--- config.mk ---
export PLATFORM = sky130hd
export DESIGN_NAME = fb_line_fetcher_flat
export DESIGN_NICKNAME = d
export VERILOG_FILES = /design/src/rtl/fb_line_fetcher_pkg.sv /design/src/rtl/fb_line_fetcher_if.sv /design/src/rtl/fb_line_fetcher_word_fifo.sv /design/src/rtl/fb_line_fetcher.sv /design/src/flat_wrapper.sv
export SDC_FILE = /design/constraint.sdc
export NUM_CORES = 1
export LEC_CHECK = 0
export ABC_AREA = 1
export BUFFER_PORTS_ARGS = -buffer_cell sky130_fd_sc_hd__buf_2
export CAP_MARGIN = 10
export CELL_PAD_IN_SITES_DETAIL_PLACEMENT = 0
export CELL_PAD_IN_SITES_GLOBAL_PLACEMENT = 2
export CORE_AREA = 2 2 278 280
export DETAILED_ROUTE_END_ITERATION = 7
export DIE_AREA = 0 0 280 282
export PLACE_DENSITY = 0.84
export SYNTH_ARGS = -nofsm -noshare
export SYNTH_HDL_FRONTEND = slang
export SYNTH_SLANG_ARGS = --single-unit
--- constraint.sdc ---
create_clock -name clk -period 4.3 [get_ports clk]
set_input_delay 0.43 -clock clk [delete_from_list [all_inputs] [get_ports clk]]
set_output_delay 0.43 -clock clk [all_outputs]
set_load 0.05 [all_outputs]
--- src/rtl/fb_line_fetcher_pkg.sv ---
// Shared definitions for the framebuffer line fetcher: FSM encodings, bus widths,
// the default framebuffer base address and the pixels-per-word helper.
package fb_line_fetcher_pkg;

    localparam int BUS_AW = 24;
    localparam int BUS_DW = 32;

    localparam logic [BUS_AW-1:0] FB_BASE_DEFAULT = 24'h100000;

    typedef logic [2:0] fsm_state_t;

    localparam fsm_state_t ST_IDLE  = 3'd0;
    localparam fsm_state_t ST_FETCH = 3'd1;
    localparam fsm_state_t ST_WAIT  = 3'd2;
    localparam fsm_state_t ST_FLUSH = 3'd3;
    localparam fsm_state_t ST_DONE  = 3'd4;

    function automatic int pix_per_word(input int pix_bits);
        return BUS_DW / pix_bits;
    endfunction

endpackage

--- src/rtl/fb_line_fetcher_if.sv ---
// Read port between the line fetcher (master) and bus_arbiter port 1 (slave).
interface fb_line_fetcher_if;
    import fb_line_fetcher_pkg::*;

    logic [BUS_AW-1:0] addr1;
    logic              req_read1;
    logic [BUS_DW-1:0] data1;
    logic              data_valid1;

    modport master (output addr1, output req_read1, input data1, input data_valid1);
    modport slave  (input addr1, input req_read1, output data1, output data_valid1);

endinterface

--- src/rtl/fb_line_fetcher_word_fifo.sv ---
// fb_word_fifo: 32-bit synchronous word FIFO with show-ahead dout and synchronous clear.
module fb_word_fifo
    import fb_line_fetcher_pkg::*;
#(
    parameter int DEPTH = 16
) (
    input  logic                       clk,
    input  logic                       rst_n,
    input  logic                       clr,
    input  logic                       push,
    input  logic                       pop,
    input  logic [BUS_DW-1:0]          din,
    output logic [BUS_DW-1:0]          dout,
    output logic                       full,
    output logic                       empty,
    output logic [$clog2(DEPTH+1)-1:0] count
);

    localparam int PW = $clog2(DEPTH);
    localparam int CW = $clog2(DEPTH+1);

    logic [BUS_DW-1:0] mem_q [DEPTH];
    logic [BUS_DW-1:0] mem_d [DEPTH];
    logic [PW-1:0]     wr_ptr_q, wr_ptr_d;
    logic [PW-1:0]     rd_ptr_q, rd_ptr_d;
    logic [CW-1:0]     count_q, count_d;
    logic              do_push, do_pop;

    assign full    = (count_q == CW'(DEPTH));
    assign empty   = (count_q == '0);
    assign do_push = push && !full;
    assign do_pop  = pop && !empty;
    assign dout    = mem_q[rd_ptr_q];
    assign count   = count_q;

    always_comb begin
        mem_d    = mem_q;
        wr_ptr_d = wr_ptr_q;
        rd_ptr_d = rd_ptr_q;
        count_d  = count_q;
        if (clr) begin
            wr_ptr_d = '0;
            rd_ptr_d = '0;
            count_d  = '0;
        end else begin
            if (do_push) begin
                mem_d[wr_ptr_q] = din;
                wr_ptr_d        = wr_ptr_q + 1'b1;
            end
            if (do_pop) begin
                rd_ptr_d = rd_ptr_q + 1'b1;
            end
            case ({do_push, do_pop})
                2'b10:   count_d = count_q + 1'b1;
                2'b01:   count_d = count_q - 1'b1;
                default: count_d = count_q;
            endcase
        end
    end

    always_ff @(posedge clk or negedge rst_n) begin
        if (!rst_n) begin
            mem_q    <= '{default: '0};
            wr_ptr_q <= '0;
            rd_ptr_q <= '0;
            count_q  <= '0;
        end else begin
            mem_q    <= mem_d;
            wr_ptr_q <= wr_ptr_d;
            rd_ptr_q <= rd_ptr_d;
            count_q  <= count_d;
        end
    end

endmodule

--- src/rtl/fb_line_fetcher.sv ---
// Streams a packed framebuffer from SDRAM (arbiter port 1) into a pixel stream, LSB pixel first.
// Define FB_FETCH_STATS_EN to add underflow_count and max_wait statistics outputs.
//   state | meaning
//   IDLE  | after reset, waiting for frame_start
//   FETCH | one read per visit; req_read1 low for one cycle, then high until data_valid1
//   WAIT  | FIFO full, waiting for the unpacker to free an entry
//   FLUSH | frame_start hit an outstanding read; hold it, discard its word, restart at FB_BASE
//   DONE  | all frame words returned, waiting for frame_start
module fb_line_fetcher
    import fb_line_fetcher_pkg::*;
#(
    parameter logic [BUS_AW-1:0] FB_BASE        = FB_BASE_DEFAULT,
    parameter int                WORDS_PER_LINE = 80,
    parameter int                LINES          = 240,
    parameter int                FIFO_DEPTH     = 16,
    parameter int                PIX_BITS       = 4
) (
    input  logic                clk,
    input  logic                rst_n,
    input  logic                frame_start,
    input  logic                pix_req,
    output logic [PIX_BITS-1:0] pix_data,
    output logic                pix_valid,
    output logic                underflow,
    output logic                frame_done,
`ifdef FB_FETCH_STATS_EN
    output logic [15:0]         underflow_count,
    output logic [7:0]          max_wait,
`endif
    fb_line_fetcher_if.master   bus
);

    localparam int TOTAL_WORDS = LINES * WORDS_PER_LINE;
    localparam int WL_W        = $clog2(TOTAL_WORDS + 1);
    localparam int PPW         = pix_per_word(PIX_BITS);
    localparam int PC_W        = $clog2(PPW + 1);
    localparam int FC_W        = $clog2(FIFO_DEPTH + 1);

    fsm_state_t          state_q, state_d;
    logic                req_q, req_d;
    logic [BUS_AW-1:0]   addr_q, addr_d;
    logic [WL_W-1:0]     words_left_q, words_left_d;
    logic                frame_done_q, frame_done_d;
    logic [BUS_DW-1:0]   shift_q, shift_d;
    logic [PC_W-1:0]     pix_cnt_q, pix_cnt_d;
    logic                pix_valid_q, pix_valid_d;
    logic [PIX_BITS-1:0] pix_data_q, pix_data_d;
    logic                underflow_q, underflow_d;

    logic                fifo_push, fifo_pop, fifo_full, fifo_empty, fifo_fills;
    logic [BUS_DW-1:0]   fifo_dout;
    logic [FC_W-1:0]     fifo_count;
    logic                consume;
    logic [BUS_DW-1:0]   shift_nx;
    logic [PC_W-1:0]     cnt_nx;

    fb_word_fifo #(.DEPTH(FIFO_DEPTH)) u_fifo (
        .clk   (clk),
        .rst_n (rst_n),
        .clr   (frame_start),
        .push  (fifo_push),
        .pop   (fifo_pop),
        .din   (bus.data1),
        .dout  (fifo_dout),
        .full  (fifo_full),
        .empty (fifo_empty),
        .count (fifo_count)
    );

    // The push that fills the last entry parks the FSM in WAIT unless the unpacker pops alongside it.
    assign fifo_fills = (fifo_count == FC_W'(FIFO_DEPTH - 1)) && !fifo_pop;

    always_comb begin
        state_d      = state_q;
        req_d        = req_q;
        addr_d       = addr_q;
        words_left_d = words_left_q;
        fifo_push    = 1'b0;
        case (state_q)
            ST_IDLE, ST_WAIT, ST_DONE: begin
                if (frame_start) begin
                    state_d      = ST_FETCH;
                    addr_d       = FB_BASE;
                    words_left_d = WL_W'(TOTAL_WORDS);
                end else if (state_q == ST_WAIT && !fifo_full) begin
                    state_d = ST_FETCH;
                end
            end
            ST_FETCH: begin
                if (!req_q) begin
                    if (frame_start) begin
                        addr_d       = FB_BASE;
                        words_left_d = WL_W'(TOTAL_WORDS);
                    end else begin
                        req_d = 1'b1;
                    end
                end else if (frame_start) begin
                    words_left_d = WL_W'(TOTAL_WORDS);
                    if (bus.data_valid1) begin
                        // Read completes on the restart edge: drop its word, no flush needed.
                        req_d  = 1'b0;
                        addr_d = FB_BASE;
                    end else begin
                        state_d = ST_FLUSH;
                    end
                end else if (bus.data_valid1) begin
                    req_d        = 1'b0;
                    fifo_push    = 1'b1;
                    addr_d       = addr_q + 24'd1;
                    words_left_d = words_left_q - 1'b1;
                    if (words_left_q == WL_W'(1)) begin
                        state_d = ST_DONE;
                    end else if (fifo_fills) begin
                        state_d = ST_WAIT;
                    end
                end
            end
            ST_FLUSH: begin
                if (bus.data_valid1) begin
                    req_d        = 1'b0;
                    state_d      = ST_FETCH;
                    addr_d       = FB_BASE;
                    words_left_d = WL_W'(TOTAL_WORDS);
                end
            end
            default: begin
                state_d = ST_IDLE;
                req_d   = 1'b0;
            end
        endcase
        frame_done_d = (state_d == ST_IDLE) || (state_d == ST_DONE);
    end

    // Unpacker: reload in the same cycle the last pixel leaves so the stream stays gapless.
    always_comb begin
        consume   = pix_req && pix_valid_q;
        shift_nx  = consume ? (shift_q >> PIX_BITS) : shift_q;
        cnt_nx    = pix_cnt_q - PC_W'(consume);
        fifo_pop  = 1'b0;
        shift_d   = shift_nx;
        pix_cnt_d = cnt_nx;
        if (frame_start) begin
            shift_d   = '0;
            pix_cnt_d = '0;
        end else if (cnt_nx == '0 && !fifo_empty) begin
            fifo_pop  = 1'b1;
            shift_d   = fifo_dout;
            pix_cnt_d = PC_W'(PPW);
        end
        pix_valid_d = (pix_cnt_d != '0);
        pix_data_d  = pix_valid_d ? shift_d[PIX_BITS-1:0] : '0;
        underflow_d = frame_start ? 1'b0 : (underflow_q || (pix_req && !pix_valid_q));
    end

    always_ff @(posedge clk or negedge rst_n) begin
        if (!rst_n) begin
            state_q      <= ST_IDLE;
            req_q        <= 1'b0;
            addr_q       <= FB_BASE;
            words_left_q <= '0;
            frame_done_q <= 1'b1;
            shift_q      <= '0;
            pix_cnt_q    <= '0;
            pix_valid_q  <= 1'b0;
            pix_data_q   <= '0;
            underflow_q  <= 1'b0;
        end else begin
            state_q      <= state_d;
            req_q        <= req_d;
            addr_q       <= addr_d;
            words_left_q <= words_left_d;
            frame_done_q <= frame_done_d;
            shift_q      <= shift_d;
            pix_cnt_q    <= pix_cnt_d;
            pix_valid_q  <= pix_valid_d;
            pix_data_q   <= pix_data_d;
            underflow_q  <= underflow_d;
        end
    end

    assign bus.addr1     = addr_q;
    assign bus.req_read1 = req_q;
    assign pix_data      = pix_data_q;
    assign pix_valid     = pix_valid_q;
    assign underflow     = underflow_q;
    assign frame_done    = frame_done_q;

`ifdef FB_FETCH_STATS_EN
    logic [15:0] uf_cnt_q, uf_cnt_d;
    logic [7:0]  cur_wait_q, cur_wait_d;
    logic [7:0]  max_wait_q, max_wait_d;
    logic [7:0]  lat_now;

    // Latency counts every cycle req_read1 is high, including the strobe cycle.
    always_comb begin
        uf_cnt_d   = uf_cnt_q;
        max_wait_d = max_wait_q;
        lat_now    = (cur_wait_q == 8'hFF) ? 8'hFF : (cur_wait_q + 8'd1);
        cur_wait_d = (req_q && !bus.data_valid1) ? lat_now : 8'd0;
        if (frame_start) begin
            uf_cnt_d   = '0;
            max_wait_d = '0;
        end else begin
            if (pix_req && !pix_valid_q && uf_cnt_q != 16'hFFFF) begin
                uf_cnt_d = uf_cnt_q + 16'd1;
            end
            if (req_q && bus.data_valid1 && lat_now > max_wait_q) begin
                max_wait_d = lat_now;
            end
        end
    end

    always_ff @(posedge clk or negedge rst_n) begin
        if (!rst_n) begin
            uf_cnt_q   <= '0;
            cur_wait_q <= '0;
            max_wait_q <= '0;
        end else begin
            uf_cnt_q   <= uf_cnt_d;
            cur_wait_q <= cur_wait_d;
            max_wait_q <= max_wait_d;
        end
    end

    assign underflow_count = uf_cnt_q;
    assign max_wait        = max_wait_q;
`endif

endmodule

--- src/flat_wrapper.sv ---
// flat-port wrapper written by rule: the top's interface ports become plain ports
module fb_line_fetcher_flat import fb_line_fetcher_pkg::*;
#(
    parameter logic [BUS_AW-1:0] FB_BASE        = FB_BASE_DEFAULT,
    parameter int                WORDS_PER_LINE = 80,
    parameter int                LINES          = 240,
    parameter int                FIFO_DEPTH     = 16,
    parameter int                PIX_BITS       = 4
)
  (clk, rst_n, frame_start, pix_req, pix_data, pix_valid, underflow, frame_done, bus_addr1, bus_req_read1, bus_data1, bus_data_valid1);
  fb_line_fetcher_if bus_i ();
  input  logic clk;
  input  logic rst_n;
  input  logic frame_start;
  input  logic pix_req;
  output logic [PIX_BITS-1:0] pix_data;
  output logic pix_valid;
  output logic underflow;
  output logic frame_done;
  output wire logic [$bits(bus_i.addr1)-1:0] bus_addr1;
  output wire logic [$bits(bus_i.req_read1)-1:0] bus_req_read1;
  input wire logic [$bits(bus_i.data1)-1:0] bus_data1;
  input wire logic [$bits(bus_i.data_valid1)-1:0] bus_data_valid1;
  assign bus_addr1 = bus_i.addr1;
  assign bus_req_read1 = bus_i.req_read1;
  assign bus_i.data1 = bus_data1;
  assign bus_i.data_valid1 = bus_data_valid1;
  fb_line_fetcher #(.FB_BASE(FB_BASE), .WORDS_PER_LINE(WORDS_PER_LINE), .LINES(LINES), .FIFO_DEPTH(FIFO_DEPTH), .PIX_BITS(PIX_BITS)) u_core (.clk(clk), .rst_n(rst_n), .frame_start(frame_start), .pix_req(pix_req), .pix_data(pix_data), .pix_valid(pix_valid), .underflow(underflow), .frame_done(frame_done), .bus(bus_i));
endmodule
==> reports/metrics.cfg <==
[worst_setup_path]
r2r-start=u_core.pix_valid
worst_path_most_repeated_cell=nand2_1
critical_path.max_stage_delay_ns=0.40
r2r_slack_ns=0.55
critical_path_class=reg2reg
worstPathRequired_ns=4.80
path_buf_inv=3
cp_slowest_cell=fa_1
end_kind=flop
rr_worst_depth=22
cp_max_fo=9
r2r_end=u_core.u_fifo.count[4]
crit_family=simple AND/OR/NAND/NOR gates
cp.arrival_ns=4.24
start_kind=flop
cp_cell_sequence=nand2_1, inv_1, ha_1, ha_1, nand2_1, nand3b_1, nor2_1, nand2_2, nor2_1, inv_1, fa_1, or2_2, nand2_1, nand2_1, nand2_1, nand2_1, nand2_1, inv_1, nand2_1, nand2_1, nand3_1, nand2_1

[final_layout]
num-fill-cells=7788
drive_above_1_share_pct=7.496
syn_to_final_growth_pct=12.03
stdcell_count=4581
regArea_um2=15300
nNetsFinal=3597
multiInputGateArea_um2=11810

[status]
status=finished clean

[power]
power.internal_mw=11.87
clockPowerShare_pct=33.1
max-vdd-ir-drop_v=0.0005459
power_leakage_nw=14.50
pwr-share-seq_pct=36.8
netSwitchingPower_mw=7.290
p_per_area_nw_per_um2=596.8
power_frac_comb_pct=30.2
switching_share_pct=38.04

[sta]
slew_viol_final=0
worst_slew_pin_slew_ns=1.117
min_period_over_period_pct=87.13
setup_tns_ns=0
hold_violations=0
max_slew_margin_pct=25.25
fin_skew_ns=0.02355
setup_viol=0
rsz0062_at_grt=false
final.min_clock_period_ns=3.746
fmax_mhz=266.9
layout_setup_ws_ns=0.5535

[global_routing]
antenna_found_initial=1
grt_pass1_wl_mm=140.7
grt_overflow=0
track_usage_pct=22.82
grt_pass1_vias=23130
grt_max_degree=162

[clocking]
root_buffer=clkbuf_16
cts_max_level=3
cts_buffers=73
clk_pin_slew_ns=0.06
worstSkewPairLatency_ns=0.62
cts_buffer_depth=3
cts_tree=built
numClockSinks=611

[flow_run]
cap_violations=0

[hold_path]
whs_path_depth=3
hold_class=in2reg
min-delay-start=pix_req
min_to=u_core.underflow

[floorplanning]
die_w_um=280
io_pins=69
start_util_pct=37.87
core_area_um2=75700
row_count=101
die_h_um=282
dieArea_um2=78960

[yosys]
yosysMostFrequentCell=nand2_1
syn-cell-area_um2=28660
yosys.area.top_type_share_pct=53.16
synth_cell_types=39
synth_top_area_cell=dfrtp_1
ys_dominant_reg_cell=dfrtp_1
synthCells=3625
synth_nets=3676
yosysSeqAreaShare_pct=53.35
yosys-top-cells-count=1223 x nand2_1, 609 x dfrtp_1, 591 x o21ai_0
synth_edf_count=0
synth_seq_cells=611
synthTopCellsByArea=dfrtp_1 53%, nand2_1 16%, o21ai_0 10%
yosysWarnings=0
async_flop_share_pct=100.0
avgSynthCellArea_um2=7.908

[route]
wl_met3_mm=3.751
topRoutingLayerUsed=met4
wl_mm=89.21
wl_met2_mm=40.76
drt-met1-wl_mm=42.78
first_iter_violations=2206
antenna_left=0
vias=24140
viasPerCell=5.270
firstDrtPassIters=5
drc=0
wl_per_cell_um=19.47

[placed_design]
dp_slack_ns=0.4059
place.gp.congestion=0.7778
dp_hpwl_mm=45.98
port_buffers=68
dp.cells=4448

==> worst min-delay path, stage by stage <==
cell,delay [ns]
buf_2,0.09
a21oi_1,0.06
nor2_1,0.08
==> flip-flops by register name (all words and copies together), names as in the netlist, 3 cells and up <==
register / flops
u_core.state_q: 3
u_core.bus.addr1: 24
u_core.shift_q: 32
u_core.pix_cnt_q: 4
u_core.u_fifo.wr_ptr_q: 4
u_core.words_left_q: 15
u_core.u_fifo.count: 5
u_core.u_fifo.mem_q: 512
u_core.u_fifo.rd_ptr_q: 4
u_core.pix_data: 4
==> logic make-up after synthesis <==
group           Yosys count  synth area share [%]
fa+ha+maj                14                0.6373
compound gates          700                 12.47
xor+xnor                  5                0.1528
flops                   611                 53.35
mux                       1               0.03492
buf+inv                 405                 5.618
simple gates           1889                 27.74
==> through the flow <==
step / cell area (um^2) / total power [mW] / utilization, % / hold slack (ns)
final: 32110 / 19.16 / 42.43 / 0.08509
after global routing: 32110 / 20.31 / 42.43 / 0.08964
after CTS: 32110 / 19.36 / 42.42 / 0.05652
after detailed placement: 29640 / 12.95 / 39.16 / 0.4673
after global placement: 29640 / 12.92 / 39.16 / 0.4647
after floorplan: 28670 / 10.99 / - / 0.1344
==> layout make-up <==
| class | count | area share, % |
|---|---|---|
| flip-flops and latches | 611 | 47.66 |
| multi-input cells | 2609 | 36.77 |
| clock buffers | 114 | 6.923 |
| well taps | 978 | 3.810 |
| repair buffers | 107 | 2.361 |
| inverters | 144 | 1.730 |
| clock inverters | 17 | 0.7441 |
| diodes | 1 | 0.007792 |
==> cell usage in the layout, fill, tap and decap left out, drive strengths merged, types with 2 or more instances in the layout <==
cell type,synthesis,layout
nand2,1242,1242
dfrtp,609,609
o21ai,607,607
nand3,516,516
inv,140,142
clkbuf,178,114
buf,83,106
nor2,93,93
a21oi,61,61
nand4,13,13
ha,13,13
clkinv,4,13
a22oi,12,12
nor3,11,11
o211ai,9,9
or2,8,8
o22ai,6,6
xor2,5,5
bufinv,0,4
nand3b,3,3
a31oi,2,2
o31ai,2,2
clkinvlp,0,2
dfstp,2,2
==> routing by layer <==
layer / global-route usage (%) / vias to the layer above
met5: 0 / -
met4: 6.390 / 0
met3: 2.917 / 123
met2: 36.76 / 504
met1: 32.32 / 11750
li1: - / 11760
==> power groups by stage <==
| stage | logic (mW) | registers, mW | clock network, mW |
|---|---|---|---|
| after global routing | 6.46 | 7.13 | 6.71 |
| after detailed placement | 5.82 | 7.13 | 0 |
| after floorplan | 3.73 | 7.27 | 0 |
| final | 5.78 | 7.05 | 6.34 |
| after global placement | 5.80 | 7.12 | 0 |
| after CTS | 5.83 | 7.04 | 6.49 |
==> repair_timing <==
item | in CTS | in global routing
hold buffers | 1 | 0
endpoints found under the hold margin | 64 | 0
setup endpoints to repair | 0 | 0
resized for setup | 0 | 0
buffers inserted | 0 | 0
==> how the worst max path moves through the flow <==
stage | endpoint | cells past startpoint | startpoint | slack, ns
detailed placement | u_core.u_fifo.count[4] | 23 | pix_req | 0.41
global placement | u_core.u_fifo.count[4] | 23 | pix_req | 0.39
CTS | u_core.u_fifo.count[4] | 22 | u_core.pix_valid | 0.55
floorplan | u_core.u_fifo.count[4] | 22 | u_core.pix_valid | 0.78
global route | u_core.u_fifo.count[4] | 22 | u_core.pix_valid | 0.26
finish | u_core.u_fifo.count[4] | 22 | u_core.pix_valid | 0.55
Note: power is estimated with default switching activity, not from simulation.
